==> src/rtl/serial_tx_pkg.sv <==
// serial_tx_pkg: shared definitions for the serial_tx frame transmitter.
//   - tx_state_e : transmitter FSM states (PARITY is only reachable when
//                  SERIAL_TX_PARITY_EN is defined)
//   - LINE_IDLE / START_BIT / STOP_BIT : line levels
//   - cnt_w()    : counter width helper, $clog2(n) with a floor of 1
package serial_tx_pkg;

    typedef enum logic [2:0] {
        S_IDLE   = 3'd0,
        S_START  = 3'd1,
        S_DATA   = 3'd2,
        S_PARITY = 3'd3,
        S_STOP   = 3'd4
    } tx_state_e;

    localparam logic LINE_IDLE = 1'b1;
    localparam logic START_BIT = 1'b0;
    localparam logic STOP_BIT  = 1'b1;

    function automatic int cnt_w(input int n);
        return (n > 1) ? $clog2(n) : 1;
    endfunction

endpackage

==> src/rtl/serial_tx_bit_timer.sv <==
// bit_timer: counts CLKS_PER_BIT cycles per line bit and pulses tick on the
// last cycle of each bit (the wrap).
//   clock  in  rising-edge clock
//   resetn in  asynchronous active-low reset
//   clear  in  hold the counter at 0 (no tick while asserted)
//   tick   out high in the final cycle of a bit period
module bit_timer
    import serial_tx_pkg::*;
#(
    parameter int CLKS_PER_BIT = 4
) (
    input  logic clock,
    input  logic resetn,
    input  logic clear,
    output logic tick
);

    localparam int            CW   = cnt_w(CLKS_PER_BIT);
    localparam logic [CW-1:0] LAST = CW'(CLKS_PER_BIT - 1);

    logic [CW-1:0] r_cnt;

    // With CLKS_PER_BIT == 1 the counter is pinned at 0 and tick is simply !clear.
    assign tick = !clear && (r_cnt == LAST);

    always_ff @(posedge clock or negedge resetn) begin
        if (!resetn)             r_cnt <= '0;
        else if (clear || tick)  r_cnt <= '0;
        else                     r_cnt <= r_cnt + 1'b1;
    end

endmodule

==> src/rtl/serial_tx.sv <==
// serial_tx: parallel-in, serial-out frame transmitter.
// Frame: start(0), DATA_W data bits LSB first, [even parity], stop(1); each
// bit held CLKS_PER_BIT cycles. All line changes launch on the rising edge.
// Optional feature macro: SERIAL_TX_PARITY_EN (adds a parity bit that is the
// XOR of the data bits).
//   clock     in  rising-edge clock
//   resetn    in  asynchronous active-low reset
//   tx_data   in  DATA_W word, captured on accept
//   tx_valid  in  requester has a word
//   tx_ready  out high in IDLE only; accept = tx_valid && tx_ready
//   tx_serial out registered serial line, idles high
//   tx_busy   out high while a frame is on the line
//   tx_done   out one-cycle pulse in the first IDLE cycle after the stop bit
module serial_tx
    import serial_tx_pkg::*;
#(
    parameter int DATA_W       = 8,
    parameter int CLKS_PER_BIT = 4
) (
    input  logic              clock,
    input  logic              resetn,
    input  logic [DATA_W-1:0] tx_data,
    input  logic              tx_valid,
    output logic              tx_ready,
    output logic              tx_serial,
    output logic              tx_busy,
    output logic              tx_done
);

    localparam int            BW       = cnt_w(DATA_W);
    localparam logic [BW-1:0] LAST_BIT = BW'(DATA_W - 1);

    tx_state_e         r_state;
    logic [DATA_W-1:0] r_shreg;
    logic [BW-1:0]     r_bitcnt;
    logic              r_serial;
    logic              r_done;
`ifdef SERIAL_TX_PARITY_EN
    logic              r_parity;
`endif

    logic              w_tick;
    logic              w_accept;
    logic [DATA_W-1:0] w_shnext;

    assign tx_ready  = (r_state == S_IDLE);
    assign tx_busy   = !tx_ready;
    assign tx_serial = r_serial;
    assign tx_done   = r_done;
    assign w_accept  = tx_valid && tx_ready;
    assign w_shnext  = r_shreg >> 1;

    // Timer is held clear in IDLE so every frame starts on a fresh bit period.
    bit_timer #(
        .CLKS_PER_BIT(CLKS_PER_BIT)
    ) u_bit_timer (
        .clock (clock),
        .resetn(resetn),
        .clear (tx_ready),
        .tick  (w_tick)
    );

    // The line register is loaded with the level of the *next* bit on each
    // transition, so tx_serial never comes from combinational decode.
    always_ff @(posedge clock or negedge resetn) begin
        if (!resetn) begin
            r_state  <= S_IDLE;
            r_shreg  <= '0;
            r_bitcnt <= '0;
            r_serial <= LINE_IDLE;
            r_done   <= 1'b0;
`ifdef SERIAL_TX_PARITY_EN
            r_parity <= 1'b0;
`endif
        end else begin
            r_done <= 1'b0;
            case (r_state)
                S_IDLE: if (w_accept) begin
                    r_state  <= S_START;
                    r_shreg  <= tx_data;
                    r_bitcnt <= '0;
                    r_serial <= START_BIT;
`ifdef SERIAL_TX_PARITY_EN
                    r_parity <= ^tx_data;
`endif
                end
                S_START: if (w_tick) begin
                    r_state  <= S_DATA;
                    r_serial <= r_shreg[0];
                end
                S_DATA: if (w_tick) begin
                    r_shreg <= w_shnext;
                    if (r_bitcnt == LAST_BIT) begin
`ifdef SERIAL_TX_PARITY_EN
                        r_state  <= S_PARITY;
                        r_serial <= r_parity;
`else
                        r_state  <= S_STOP;
                        r_serial <= STOP_BIT;
`endif
                    end else begin
                        r_bitcnt <= r_bitcnt + 1'b1;
                        r_serial <= w_shnext[0];
                    end
                end
`ifdef SERIAL_TX_PARITY_EN
                S_PARITY: if (w_tick) begin
                    r_state  <= S_STOP;
                    r_serial <= STOP_BIT;
                end
`endif
                S_STOP: if (w_tick) begin
                    r_state  <= S_IDLE;
                    r_serial <= LINE_IDLE;
                    r_done   <= 1'b1;
                end
                default: begin
                    r_state  <= S_IDLE;
                    r_serial <= LINE_IDLE;
                end
            endcase
        end
    end

endmodule

==> config.mk <==
export PLATFORM = sky130hd
export DESIGN_NAME = serial_tx
export DESIGN_NICKNAME = d
export VERILOG_FILES = /design/src/rtl/serial_tx_pkg.sv /design/src/rtl/serial_tx_bit_timer.sv /design/src/rtl/serial_tx.sv
export SDC_FILE = /design/constraint.sdc
export NUM_CORES = 1
export LEC_CHECK = 0
export ABC_AREA = 0
export CORE_MARGIN = 5
export CORE_UTILIZATION = 45
export CTS_CLUSTER_SIZE = 25
export DETAILED_ROUTE_END_ITERATION = 6
export MAX_ROUTING_LAYER = met4
export PLACE_DENSITY = 0.69
export SETUP_SLACK_MARGIN = 0.02
export SLEW_MARGIN = 0
export SYNTH_ARGS = -nofsm -noshare
export SYNTH_HDL_FRONTEND = slang
export SYNTH_SLANG_ARGS = --single-unit
==> constraint.sdc <==
create_clock -name clock -period 1.7 [get_ports clock]
set_input_delay 0.34 -clock clock [delete_from_list [all_inputs] [get_ports clock]]
set_output_delay 0.34 -clock clock [all_outputs]
set_load 0.02 [all_outputs]
======== Word-level counts from Yosys, hierarchy flattened ========
Cells that the tools add are included.
operators by class
  equal/unequal tests ..................... 11
  $add $sub $neg .......................... 2
  multiplexer cells ....................... 22
  reduce and logical (&&, ||, !) cells .... 10
operators by type and width
  kind                   number
  $mux W3                8
  $mux W8                2
  $pmux W8 S2            1
  $pmux W3 S4            1
  $ne A2 B1 Y1 const B   4
  $reduce_and A4 Y1      2
  $mux W1                7
  $eq A3 B3 Y1 const B   2
  $pmux W3 S2            1
  $reduce_and A5 Y1      1
  $ne A2 B2 Y1 const B   2
  $pmux W1 S4            1
  $add A3 B1 Y3 const B  1
  $eq A3 B1 Y1 const B   1
  $eq A3 B2 Y1 const B   1
  $logic_not A3 Y1       1
  $reduce_and A3 Y1      1
  $add A2 B1 Y2 const B  1
  $eq A2 B2 Y1 const B   1
  $logic_and A1 B1 Y1    2
  $mux W2                1
  $reduce_bool A2 Y1     1
  $logic_not A1 Y1       1
  $logic_or A1 B1 Y1     1
word-level totals
  input bits .............................. 11
  bits in registers ....................... 18
  output and inout bits ................... 4

======== Logic depth before layout (Yosys ltp) ========
Gate-level depths: netlist of run 1.
  depth after elaboration ................. 5
  gate-level depth with buffers ........... 7

======== By module ========
A second synthesis of run 1 with hierarchy kept.
second synthesis, totals
  cells, all modules ...................... 89
  area total of the unflattened synthesis .. 1017.2 um2
by module, submodules not included
  module     times used  area an instance (um2)  cells each
  serial_tx  1           930.9                   83
  bit_timer  1           86.3                    6

======== Worst setup path before layout of run 1 ========
OpenSTA, ideal clock, no wires.
  kind .................................... reg-to-reg
  from .................................... register r_state[1]
  to ...................................... register u_bit_timer.r_cnt[1]
  period minus slack after synthesis ...... 1.500 ns
  library setup time ...................... 0.120 ns
  stages on the path, launching flop included .. 5
  path buffers ............................ 1
  arrival time ............................ 1.381 ns
  slack ................................... 0.200 ns
  data required time ...................... 1.580 ns
  cell sequence ........................... dfrtp_1 buf_2 nor3_2 inv_1 and3_1
between the ends
  longest elaborated chain between the ends .. 5
RTL lines
  what                      RTL line                   RTL
  start: declaration        serial_tx.sv:33            tx_state_e r_state;
  start signal: assignment  serial_tx.sv:67            r_state <= S_IDLE;
  start signal: assignment  serial_tx.sv:79            r_state <= S_START;
  start signal: assignment  serial_tx.sv:88            r_state <= S_DATA;
  $logic_not A3 Y1          serial_tx.sv:46            assign tx_ready = (r_state == S_IDLE);
  net tx_ready              serial_tx.sv:24            output logic tx_ready,
  $logic_not A1 Y1          -
  net tx_busy               serial_tx.sv:26            output logic tx_busy,
  $logic_and A1 B1 Y1       serial_tx_bit_timer.sv:24  assign tick = !clear && (r_cnt == LAST);
  $logic_or A1 B1 Y1        serial_tx_bit_timer.sv:28  else if (clear || tick) r_cnt <= '0;
  $mux W2                   serial_tx_bit_timer.sv:28
  end signal: assignment    serial_tx_bit_timer.sv:29  else r_cnt <= r_cnt + 1'b1;
  end: declaration          serial_tx_bit_timer.sv:21  logic [CW-1:0] r_cnt;
The timed path passes the listed nets, and every way through them passes these cells.
A chain may end at the register's enable or synchronous reset.

======== Worst setup path in the final report of run 1 ========
  from .................................... register r_done, in the netlist tx_done
  to ...................................... output tx_done
RTL lines
  what                      RTL line          RTL
  start: declaration        serial_tx.sv:37   logic r_done;
  start signal: assignment  serial_tx.sv:71   r_done <= 1'b0;
  start signal: assignment  serial_tx.sv:76   r_done <= 1'b0;
  start signal: assignment  serial_tx.sv:115  r_done <= 1'b1;
  end: declaration          serial_tx.sv:27   output logic tx_done
No word-level cell between the ends.

==> key figures, run 1 <==
Run status
  • Status: finished clean

Clock network
  • CTS tree: done
  • Clk slew on worst S/H paths: 0.10 ns
  • Max clock buf depth: 2
  • Clock Sinks: 18
  • Cts bufs inserted: 3
  • Clk Latency, worst-skew pair: 0.29 ns
  • H-tree depth: 1
  • CTS Root Cell: clkbuf_4

Logic synthesis
  • Synth unique cells: 30
  • Main area contributors after synthesis: dfrtp_1, mux2i_1, o21ai_1
  • Syn_nets: 100
  • Number of synthesized flops with an enable pin: 0
  • Synthesized cell area: 950 um^2
  • Most common cell in the netlist: dfrtp_1
  • Largest area contributor in the netlist: dfrtp_1
  • Average footprint of a synthesized cell: 11.0 um^2
  • Mapped Cells: 86
  • Ys Warns: 0
  • Synth top area share: 0.448
  • Register area share after synthesis: 0.476
  • Top post-synthesis cells by count: dfrtp_1, mux2i_1, nand2_1
  • Synthesized flop and latch total: 18
  • Async S/R FF share, synth: 1.00
  • Top FF cell, synth: dfrtp_1

Critical path
  • WP data required: 1.36 ns
  • Kind of critical path: register to output pin
  • RR Startpoint: r_bitcnt[0]$_DFFE_PN0P_
  • Crit path cell chain: clkdlybuf4s50_1
  • CP peak stage delay: 0.60 ns
  • Worst Path Max Fanout: 1
  • Startpoint types: register
  • Slowest CP cell: clkdlybuf4s50_1
  • Worst Setup SP: tx_done$_DFF_PN0_
  • CP Capture Type: output pin
  • CP top delay family: buffers and inverters
  • Crit path DAT: 1.22 ns
  • WP buf/inv: 1

Power
  • Psw: 603 uW
  • Worst VDD drop: 0.00109 V
  • Total power: 1660 uW
  • Int Pwr: 1060 uW
  • Clk network pwr share: 0.156
  • Share of power burned in combinational logic: 0.439
  • PwrDens: 1450 mW/mm^2
  • Sequential share of power: 0.405
  • Sw frac: 0.363
  • LEAKAGE: 0.000512 uW

STA
  • RSZ-0062 raised after global routing: no
  • Setup TNS: 0 ns
  • Fin. Hold Viols: 0
  • Worst slew pin tran: 0.388 ns
  • Fin crit period: 1.56 ns
  • Fin Hold WS: 0.369 ns
  • Slew HR: 0.740
  • Final Max Slew Viols: 0
  • Setup WS post-layout: 0.140 ns
  • Clock Skew: 0.000540 ns
  • Period utilization: 0.918
  • F_max: 0.641 GHz
  • Final setup vio count: 0

Die
  • Die Span Y: 55.9 um
  • Width of the die: 55.9 um
  • Die area: 0.00313 mm^2
  • I/O pin total: 15
  • Initial Util: 0.479
  • FP Rows: 16
  • Core area: 0.00198 mm^2

Job
  • MaxCap Viol Count: 0

GRT
  • Congestion Overflow GR: 0
  • First-pass GRT wire length: 3.15 mm
  • Vias in the first global route: 671
  • Largest net degree at the start of global routing: 19
  • Initial antenna violation count: 0
  • Gr usage total: 0.131

Detailed routing
  • DR DRC count: 0
  • Total number of vias: 655
  • Via density per instance: 5.00
  • DR WL/cell: 12.6 um
  • First-pass DRT Iterations: 4
  • Routed WL: 1.65 mm
  • Initial DRC count: 3
  • Antenna Nets Post-Route: 0

Layout
  • Nets: 119
  • Final Util: 0.580
  • P&R area growth vs syn: 21.1%
  • Share of layout cells above drive strength 1: 0.221
  • Number of inserted diodes: 0

Placed design
  • GP Congestion: 0.760
  • I/O Buffers: 14
  • Pre-CTS setup slack: 0.00395 ns
  • DP HPWL: 1.25 mm

Worst hold path
  • Min-Delay Path Class: primary input to async pin
-- metrics by stage --
step           std cells  instance area [um^2]
2_1_floorplan         86                   950
3_3_place_gp         126                  1110
3_5_place_dp         126                  1110
4_1_cts              131                  1150
5_1_grt              131                  1150
6_report             131                  1150
-- flip-flops by register name, summed over array words and instances (netlist names) --
register / count
u_bit_timer.r_cnt: 2
r_shreg: 8
r_state: 3
tx_serial: 1
tx_done: 1
r_bitcnt: 3
-- final timing paths --
kind | endpoint | slack (ns) | depth (start not counted)
max | tx_done | 0.14 | 1
max in group asynchronous | tx_serial$_DFFE_PN1P_ | 1.07 | 2
max reg2reg | r_bitcnt[0]$_DFFE_PN0P_ | 0.14 | 5
min reg2reg | u_bit_timer.r_cnt[0]$_DFF_PN0_ | 0.45 | 1
min in group clock | u_bit_timer.r_cnt[0]$_DFF_PN0_ | 0.45 | 1
min | tx_done$_DFF_PN0_ | 0.37 | 2
-- layout by cell type (no fill, tap or decap) --
master / synthesis / layout
nor4_1: 1 / 1
nor2_1: 1 / 1
a21oi_1: 3 / 3
dfrtp_1: 17 / 17
nor2_4: 1 / 1
o21ai_4: 1 / 1
o21ai_1: 9 / 9
dlygate4sd2_1: 0 / 1
and2_4: 1 / 1
and3_1: 1 / 1
o22ai_2: 1 / 1
dfstp_2: 1 / 1
o21ai_0: 1 / 1
mux2_2: 1 / 1
clkbuf_2: 0 / 2
buf_4: 1 / 6
mux2i_1: 11 / 11
clkdlybuf4s50_1: 0 / 11
nand2_2: 1 / 1
nand2_1: 11 / 11
ha_1: 3 / 3
nor3_1: 3 / 3
and2_1: 1 / 1
nor3b_2: 0 / 1
nor3_4: 0 / 1
a22o_1: 2 / 2
clkbuf_4: 0 / 3
nor2b_1: 1 / 1
nand3b_1: 1 / 1
clkbuf_8: 0 / 1
inv_1: 3 / 3
mux2_4: 1 / 1
nor3_2: 2 / 1
-- power groups by stage --
stage / logic [uW] / clock network (uW) / registers, uW
4_1_cts: 746 / 270 / 677
3_5_place_dp: 744 / 0 / 679
2_1_floorplan: 567 / 0 / 663
5_1_grt: 826 / 292 / 695
3_3_place_gp: 725 / 0 / 667
6_report: 731 / 259 / 673
-- repair_timing --
action | 4_1_cts | 5_1_grt
setup buffers | 1 | 0
resized for setup | 5 | 4
endpoints found under the setup margin | 3 | 3
pin swaps | 1 | 0
endpoints found under the hold margin | 0 | 0
hold buffers | 0 | 0
-- kinds of logic after synthesis --
logic type                 count (synthesis)  synth area share
AOI/OAI and AO/OA                         17             0.117
buffers and inverters                      9            0.0698
and+or+nand+nor                           26             0.154
DFF                                       18             0.476
muxes                                     13             0.144
adders and majority gates                  3            0.0395
-- per-layer routing --
metal | vias to the layer above | track usage | routed length (um) | part of all wire
met5 | - | - | 0 | 0
met4 | 0 | 0.0508 | 23 | 0.014
met3 | 4 | 0.0394 | 59 | 0.036
met2 | 11 | 0.193 | 756 | 0.46
met1 | 308 | 0.170 | 815 | 0.49
li1 | 332 | - | - | -
-- area by class of cell --
type                            instances  area [um^2]
Inverter                                3         11.3
Multi-Input combinational cell         59          443
Timing Repair Buffer                   20          174
Tap cell                               27         33.8
Sequential cell                        18          452
Fill cell                             162          832
Clock buffer                            4         36.3
No activity file was read; power rests on OpenSTA's default activity.
==> run 2, diff against run 1 <==
Settings changed: GPL_TIMING_DRIVEN from default to 0, RECOVER_POWER from default to 100.
==> run 2 against run 1 <==
  * Worst hold slack better by 0.078 ns
  * Clock skew is essentially flat
  * Maximum frequency fell by 1.4%
  * Power up 3.3%
  * Final cell count rose by 2.3%
  * Core utilization grew 2.0 points
  * Critical path depth increased by 3
  * Critical endpoint is now tx_busy
  * Largest cell class unchanged
==> key figures, run 2 (synthesized netlist as in run 1, its figures left out) <==
Run status
  • Status: finished clean

Layout
  • Final Util: 0.600
  • P&R area growth vs syn: 25.2%
  • Nets: 122
  • Area of the multi-input gates: 443 um^2
  • Commonest non-fill, non-tap cell in the layout: dfrtp_1
  • Commonest cells after routing, fill and taps aside: dfrtp_1, mux2i_1, nand2_1
  • Largest Register: r_shreg
  • Layout Cell Area excl Fill: 0.00119 mm^2
  • Share of layout cells above drive strength 1: 0.234
  • Max FFs per register: 8
  • Fill cells: 174
  • FF+latch area: 452 um^2
  • Number of inserted diodes: 0
  • Top flop regs: r_shreg x8, r_bitcnt x3, r_state x3

Power
  • Total power: 1720 uW
  • Sw frac: 0.363
  • Clk network pwr share: 0.157
  • Int Pwr: 1090 uW
  • LEAKAGE: 0.000532 uW
  • Worst VDD drop: 0.000879 V
  • Share of power burned in combinational logic: 0.458
  • Sequential share of power: 0.385
  • PwrDens: 1440 mW/mm^2
  • Psw: 623 uW

Clock network
  • Clk slew on worst S/H paths: 0.10 ns
  • Cts bufs inserted: 3
  • Clk Latency, worst-skew pair: 0.30 ns
  • CTS tree: done
  • Clock Sinks: 18
  • Max clock buf depth: 2
  • CTS Root Cell: clkbuf_4
  • H-tree depth: 1

Critical path
  • Crit path cell chain: buf_6 -> nor3_4 -> inv_1 -> buf_2
  • CP peak stage delay: 0.39 ns
  • CP Capture Type: output pin
  • Kind of critical path: register to output pin
  • WP data required: 1.36 ns
  • Worst Path Max Fanout: 7
  • Crit path DAT: 1.24 ns
  • Slowest CP cell: dfrtp_1
  • CP top delay family: flip-flops
  • Startpoint types: register
  • WP buf/inv: 3

STA
  • Final Max Slew Viols: 0
  • Final setup vio count: 0
  • Fin. Hold Viols: 0
  • Setup TNS: 0 ns
  • Clock Skew: 0.000565 ns
  • Period utilization: 0.931
  • Setup WS post-layout: 0.118 ns
  • Slew HR: 0.470
  • RSZ-0062 raised after global routing: yes
  • Worst slew pin tran: 0.793 ns
  • Fin crit period: 1.58 ns
  • F_max: 0.632 GHz

Detailed routing
  • Initial DRC count: 5
  • Routed WL: 1.74 mm
  • Antenna Nets Post-Route: 0
  • Via density per instance: 5.04
  • DR WL/cell: 12.9 um
  • Total number of vias: 675
  • First-pass DRT Iterations: 3
  • DR DRC count: 0

Die
  • Die area: 0.00313 mm^2
  • Width of the die: 55.9 um
  • Initial Util: 0.479
  • FP Rows: 16
  • I/O pin total: 15
  • Die Span Y: 55.9 um
  • Core area: 0.00198 mm^2

Placed design
  • Pre-CTS setup slack: -0.0802 ns
  • DP HPWL: 1.29 mm
  • Placed inst area: 0.00112 mm^2
  • GP Congestion: 0.721
  • I/O Buffers: 14

GRT
  • Largest net degree at the start of global routing: 19
  • First-pass GRT wire length: 3.08 mm
  • Congestion Overflow GR: 0
  • Gr usage total: 0.130
  • Initial antenna violation count: 0
  • Vias in the first global route: 681

Worst hold path
  • Min-Delay Path Class: register to register

Job
  • MaxCap Viol Count: 0
run 2: cell count changes in the layout (fill, tap and decap cells not counted), sizes merged:
cell	change
dlygate4sd3	+1
clkdlybuf4s50	-1
buf	+5
clkbuf	-2
run 2: routing by layer:
metal / GRT usage / wire length, um / up-vias
met1: 0.158 / 813 / 321
met5: - / 0 / -
met3: 0.0255 / 71 / 5
met4: 0.0814 / 44 / 0
li1: - / - / 339
met2: 0.196 / 805 / 10
run 2: what timing repair did:
item                                    4_1_cts  5_1_grt
hold buffers                                  0        0
gates resized for setup                      11        2
buffers inserted                              0        3
endpoints found under the setup margin        3        5
pin swaps                                     0        2
run 2: per-stage QoR:
stage | instances | hold slack [ns]
2_1_floorplan | 86 | 0.0444
3_5_place_dp | 127 | 0.437
5_1_grt | 134 | 0.469
6_report | 134 | 0.447
4_1_cts | 131 | 0.452
3_3_place_gp | 127 | 0.425
run 2: worst paths after layout:
kind | slack (ns) | startpoint | cells after the start | end
setup reg to reg | 0.15 | r_bitcnt[0]$_DFFE_PN0P_ | 5 | r_bitcnt[0]$_DFFE_PN0P_
min in group asynchronous | 0.55 | resetn | 1 | tx_done$_DFF_PN0_
hold reg to reg | 0.45 | u_bit_timer.r_cnt[0]$_DFF_PN0_ | 1 | u_bit_timer.r_cnt[0]$_DFF_PN0_
setup / recovery | 0.12 | r_state[2]$_DFFE_PN0P_ | 4 | tx_busy
max in group asynchronous | 0.66 | resetn | 1 | u_bit_timer.r_cnt[0]$_DFF_PN0_
hold / removal | 0.45 | u_bit_timer.r_cnt[0]$_DFF_PN0_ | 1 | u_bit_timer.r_cnt[0]$_DFF_PN0_
run 2: power by group through the flow:
stage                     Clock, uW  Combinational [uW]  Sequential [uW]
after floorplan                   0                 567              663
after global routing            298                 877              678
after global placement            0                 747              662
after CTS                       281                 760              663
final                           270                 786              661
after detailed placement          0                 765              672
run 2: final cells by class:
class,instances,area share
Tap cell,27,0.0284
Sequential cell,18,0.380
Buffer,6,0.0516
Timing Repair Buffer,17,0.127
Inverter,3,0.00947
Clock buffer,4,0.0305
Multi-Input combinational cell,59,0.373
